File: config.mk
export PLATFORM = sky130hd
export DESIGN_NAME = monitor_contador
export DESIGN_NICKNAME = d
export VERILOG_FILES = /design/src/rtl/monitor_contador_pkg.sv /design/src/rtl/monitor_contador_decod_7seg.sv /design/src/rtl/monitor_contador.sv
export SDC_FILE = /design/constraint.sdc
export NUM_CORES = 1
export LEC_CHECK = 0
export BUFFER_PORTS_ARGS = -buffer_cell sky130_fd_sc_hd__clkbuf_2
export CORE_ASPECT_RATIO = 0.8
export CORE_MARGIN = 4
export CORE_UTILIZATION = 46
export CTS_CLUSTER_DIAMETER = 100
export DETAILED_ROUTE_END_ITERATION = 8
export GPL_ROUTABILITY_DRIVEN = 0
export PLACE_DENSITY = 0.72
export SLEW_MARGIN = 10
export SYNTH_ARGS = -nofsm -noshare
export SYNTH_HDL_FRONTEND = slang
export SYNTH_SLANG_ARGS = --single-unit
export TNS_END_PERCENT = 5
File: constraint.sdc
create_clock -name clock -period 2.3 [get_ports clock]
set_clock_uncertainty 0.1 [all_clocks]
set_input_delay 0.23 -clock clock [delete_from_list [all_inputs] [get_ports clock]]
set_output_delay 0.23 -clock clock [all_outputs]
set_load 0.005 [all_outputs]
File: src/rtl/monitor_contador_pkg.sv
// Shared definitions for the counter monitor: switch mode codes, FSM states
// and the active-low 7-segment glyphs (bit order g,f,e,d,c,b,a).
package monitor_contador_pkg;

  localparam logic [1:0] SOBE  = 2'b00;
  localparam logic [1:0] DESCE = 2'b01;
  localparam logic [1:0] LIVRE = 2'b10;
  localparam logic [1:0] PARA  = 2'b11;

  typedef enum logic [1:0] {
    SINC     = 2'd0,
    VERIFICA = 2'd1,
    FALHA    = 2'd2
  } estado_t;

  localparam logic [6:0] SEG_0 = 7'b1000000;
  localparam logic [6:0] SEG_1 = 7'b1111001;
  localparam logic [6:0] SEG_2 = 7'b0100100;
  localparam logic [6:0] SEG_3 = 7'b0110000;
  localparam logic [6:0] SEG_4 = 7'b0011001;
  localparam logic [6:0] SEG_5 = 7'b0010010;
  localparam logic [6:0] SEG_6 = 7'b0000010;
  localparam logic [6:0] SEG_7 = 7'b1111000;
  localparam logic [6:0] SEG_E = 7'b0000110;

endpackage

File: src/rtl/monitor_contador_decod_7seg.sv
// Combinational 3-bit to 7-segment decoder with an "E" override; polarity
// selectable so other display blocks can reuse it.
module decod_7seg
  import monitor_contador_pkg::*;
#(
  parameter bit ATIVO_BAIXO = 1'b1
) (
  input  logic [2:0] valor,
  input  logic       mostra_e,
  output logic [6:0] segmentos
);

  logic [6:0] padrao;

  always_comb begin
    padrao = SEG_0;
    if (mostra_e) begin
      padrao = SEG_E;
    end else begin
      case (valor)
        3'd0:    padrao = SEG_0;
        3'd1:    padrao = SEG_1;
        3'd2:    padrao = SEG_2;
        3'd3:    padrao = SEG_3;
        3'd4:    padrao = SEG_4;
        3'd5:    padrao = SEG_5;
        3'd6:    padrao = SEG_6;
        default: padrao = SEG_7;
      endcase
    end
  end

  // Glyph table is stored active-low; invert for common-cathode boards.
  assign segmentos = ATIVO_BAIXO ? padrao : ~padrao;

endmodule

File: src/rtl/monitor_contador.sv
// Watches a 3-bit switch-controlled counter, checks each step against the
// mode selected by the switches, and shows the sampled value on a 7-seg digit.
module monitor_contador
  import monitor_contador_pkg::*;
#(
  parameter int unsigned ERR_LIMIT       = 3,
  parameter bit          SEG_ATIVO_BAIXO = 1'b1
) (
  input  logic       clock,
  input  logic       reset,
  input  logic [1:0] chaves,
  input  logic [2:0] contador,
  output logic [6:0] segmentos,
  output logic       direcao,
  output logic       parado,
  output logic       erro,
  output logic [3:0] erros,
  output logic       falha
);

  localparam logic [3:0] LIMITE = 4'(ERR_LIMIT);

  estado_t    estado_q, estado_d;
  logic [2:0] amostra_q;
  logic [1:0] modo_ant_q;
  logic [6:0] seg_q, seg_d;
  logic       direcao_q, parado_q, erro_q, erro_d;
  logic [3:0] erros_q, erros_d;
  logic [2:0] esperado, valor_seg;
  logic       muda_modo, mostra_e;

  always_comb begin
    case (modo_ant_q)
      SOBE:    esperado = amostra_q + 3'd1;
      DESCE:   esperado = amostra_q - 3'd1;
      default: esperado = amostra_q;
    endcase
  end

  // A mode change flips the counter's value immediately, so that cycle can't
  // be judged; resynchronise first.
  assign muda_modo = (chaves != modo_ant_q) || (chaves == LIVRE);

  always_comb begin
    estado_d = estado_q;
    erro_d   = 1'b0;
    erros_d  = erros_q;
    case (estado_q)
      SINC: begin
        if (chaves != LIVRE) estado_d = VERIFICA;
      end
      VERIFICA: begin
        if (muda_modo) begin
          estado_d = SINC;
        end else if (contador != esperado) begin
          erro_d  = 1'b1;
          erros_d = (erros_q == 4'd15) ? 4'd15 : erros_q + 4'd1;
          if (erros_d >= LIMITE) estado_d = FALHA;
        end
      end
      FALHA:   estado_d = FALHA;
      default: estado_d = SINC;
    endcase
  end

  // Reset is folded into the decoder inputs so the display resets to "0"
  // in whichever polarity is configured.
  assign valor_seg = reset ? 3'd0 : amostra_q;
  assign mostra_e  = !reset && (estado_d == FALHA);

  decod_7seg #(
    .ATIVO_BAIXO(SEG_ATIVO_BAIXO)
  ) u_decod (
    .valor    (valor_seg),
    .mostra_e (mostra_e),
    .segmentos(seg_d)
  );

  always_ff @(posedge clock) begin
    seg_q <= seg_d;
    if (reset) begin
      estado_q   <= SINC;
      amostra_q  <= 3'd0;
      modo_ant_q <= SOBE;
      direcao_q  <= 1'b0;
      parado_q   <= 1'b0;
      erro_q     <= 1'b0;
      erros_q    <= 4'd0;
    end else begin
      estado_q   <= estado_d;
      amostra_q  <= contador;
      modo_ant_q <= chaves;
      direcao_q  <= (chaves == DESCE);
      parado_q   <= (chaves == PARA);
      erro_q     <= erro_d;
      erros_q    <= erros_d;
    end
  end

  assign segmentos = seg_q;
  assign direcao   = direcao_q;
  assign parado    = parado_q;
  assign erro      = erro_q;
  assign erros     = erros_q;
  assign falha     = (estado_q == FALHA);

endmodule

==> summary.txt <==
register area share after synthesis: 43.4%
kind of critical path: flip-flop to flip-flop
number of fill cells in the layout: 170
Max Slew Vio Count: 0
I/O pin count: 22
Core ar.: 1940 um^2
Synth Instances: 102
Leak: 0.482 nW
synth warn: 0
DP Wirelength: 1340 um
Worst path max stage delay: 440 ps
Crit path required time: 2420 ps
fin nets: 134
first-pass GRT wire length: 2900 um
Seq cells post-synth: 21
Post-synth EDFFs: 0
First-pass DRT Iterations: 4
Hold Crit Class: primary input to flip-flop
vias in the first global route: 691
initial drt markers: 11
crit path cell chain: nand2b_1, fa_1, xnor2_1, nor3_2, o22ai_4, a31o_4, nor3_1
number of antenna violations at the first check in global routing: 0
Async SR Flop Fraction: 0%
routed vias/inst: 5.30
Die W: 59.3 um
Max-Cap Viols: 0
CTS tree: built
post-synth top area share: 43.4%
port bufs: 21
Syn Area/Cell: 9.51 um^2
Post-DP Area: 1090 um^2
ratio of cells with drive above 1 in the final layout: 27.4%
CTS Buf Count: 3
Die Area: 2910 um^2
Sum Neg Setup Slack: 0 ps
Root Driver: clkbuf_4
DRT antenna net count: 0
CTS H-Tree Depth: 1
actual slew at the worst max-slew pin: 405 ps
crit path capture type: flip-flop
Worst path slowest cell: fa_1
power density over cell area: 590 nW/um^2
Yosys top cell by area: dfxtp_1
Netlist cell types: 35
global-route usage over all layers: 13.0%
dominant synthesized flop cell: dfxtp_1
status: completed
DR WL/cell: 12.0 um
crit path buf inv count: 0
largest net degree at the start of global routing: 20
syn nets: 111
post-route cell area: 1140 um^2
# diodes: 0
WP data arrival: 2260 ps
height of the die: 49.1 um
crit-path max FO: 7
Slew headroom: 73.0%
mapped cell area: 970 um^2
global route overflow: 0
Max VDD drop: 0.356 mV
CTS max path bufs: 2
DRC: 0
Achievable Freq: 468 MHz
final setup violation count: 0
row cnt: 14
ratio of final minimum period to clock period: 93.0%
CP delay by family, top: simple AND/OR/NAND/NOR gates
Num Clock Sinks: 21
Startpoint Class: flip-flop
area grow syn2layout: 17.9%
Tmin final: 2140 ps
CTS Hold Bufs: 0
via count: 785
initial core utilization: 49.9%
RSZ-0062 raised after global routing: false
final number of hold-violating endpoints: 0
postcts setup bufs: 0
Worst-Skew Late Latency: 300 ps
Clk pin slew, worst setup/hold paths: 110 ps
Area contributors post-synth: dfxtp_1, xnor2_1, a21oi_1
drt total wl: 1780 um
## cells in the mapped netlist (2+ instances only)
master    number
clkbuf_1       2
nor2b_1        5
and3_1         2
xnor2_1        6
a21o_1         2
o21ai_0        3
a31oi_1        3
xor2_1         2
buf_2          3
a21oi_1        9
nand2_1        2
nor2_1         6
inv_1          6
nor3_1         5
dfxtp_1       21
a211oi_1       2
a311oi_1       2
and2_1         3
nand3_1        2
## cell families (layout without fill, tap and decap cells)
kind of cell,Yosys count,after routing,synth area share (%)
AO/OA/AOI/OAI,27,27,19.6
AND/OR/NAND/NOR,31,31,19.6
XOR/XNOR,8,8,7.23
flip-flops,21,21,43.4
adder cells (fa/ha/maj),3,3,4.39
buffers and inverters,12,34,5.81
## worst paths after layout
kind | from | endpoint | slack, ps | cells past startpoint
setup / recovery | modo_ant_q[0] | segmentos[5] | 160 | 7
hold / removal | contador[2] | amostra_q[2] | 60 | 2
setup reg to reg | modo_ant_q[0] | segmentos[5] | 160 | 7
hold reg to reg | erros[3] | erros[2] | 470 | 2
## sequential cells by signal, indices dropped and copies added (netlist names)
| name | count |
|---|---|
| direcao | 1 |
| erros | 4 |
| parado | 1 |
| erro | 1 |
| modo_ant_q | 2 |
| segmentos | 7 |
| estado_q | 2 |
| amostra_q | 3 |
## where the power goes
group / leakage (nW) / total, W / switching [W] / internal [W]
clock network: 0.0150 / 0.000172 / 0.000104 / 0.0000677
logic: 0.295 / 0.000113 / 0.0000608 / 0.0000518
registers: 0.173 / 0.000390 / 0.0000101 / 0.000380
## what timing repair did
| action | in CTS | in global routing |
|---|---|---|
| endpoints found under the hold margin | 0 | 0 |
| setup endpoints to repair | 0 | 8 |
| resized for setup | 0 | 4 |
## per-layer routing
| metal | global-route usage (%) | up-vias | wire length [um] | share of wire (%) |
|---|---|---|---|---|
| met1 | 15.7 | 358 | 814 | 46 |
| li1 | - | 400 | - | - |
| met5 | 0 | - | 0 | 0 |
| met4 | 3.40 | 0 | 21 | 1.2 |
| met2 | 20.2 | 23 | 779 | 44 |
| met3 | 6.35 | 4 | 167 | 9.4 |
## final cells by class
class	instances	area (um^2)	share of cell area [%]
multi-input cells	69	517	45.2
inverters	6	22.5	1.97
clock buffers	4	26.3	2.30
repair buffers	24	128	11.2
well taps	24	30.0	2.63
flip-flops and latches	21	420	36.8
## stage by stage
stage	util, %	cells	setup slack [ps]	hold slack [ps]	power [W]
after floorplan	-	102	125	252	0.000474
after global placement	56.2	144	208	369	0.000501
after detailed placement	56.2	144	113	380	0.000503
after CTS	57.6	148	89.5	53.1	0.000675
after global routing	58.8	148	15.1	68.9	0.000712
final	58.8	148	162	57.2	0.000675
## cell usage in the layout (no fill, tap or decap), types with 3 or more instances in the layout
| cell | instances |
|---|---|
| inv_1 | 6 |
| xnor2_1 | 6 |
| buf_4 | 3 |
| a21oi_1 | 9 |
| dfxtp_1 | 21 |
| o21ai_0 | 3 |
| nor2b_1 | 5 |
| clkbuf_4 | 3 |
| nor2_1 | 6 |
| nor3_1 | 3 |
| and2_1 | 3 |
| clkbuf_2 | 21 |
No activity file was read; power rests on OpenSTA's default activity.
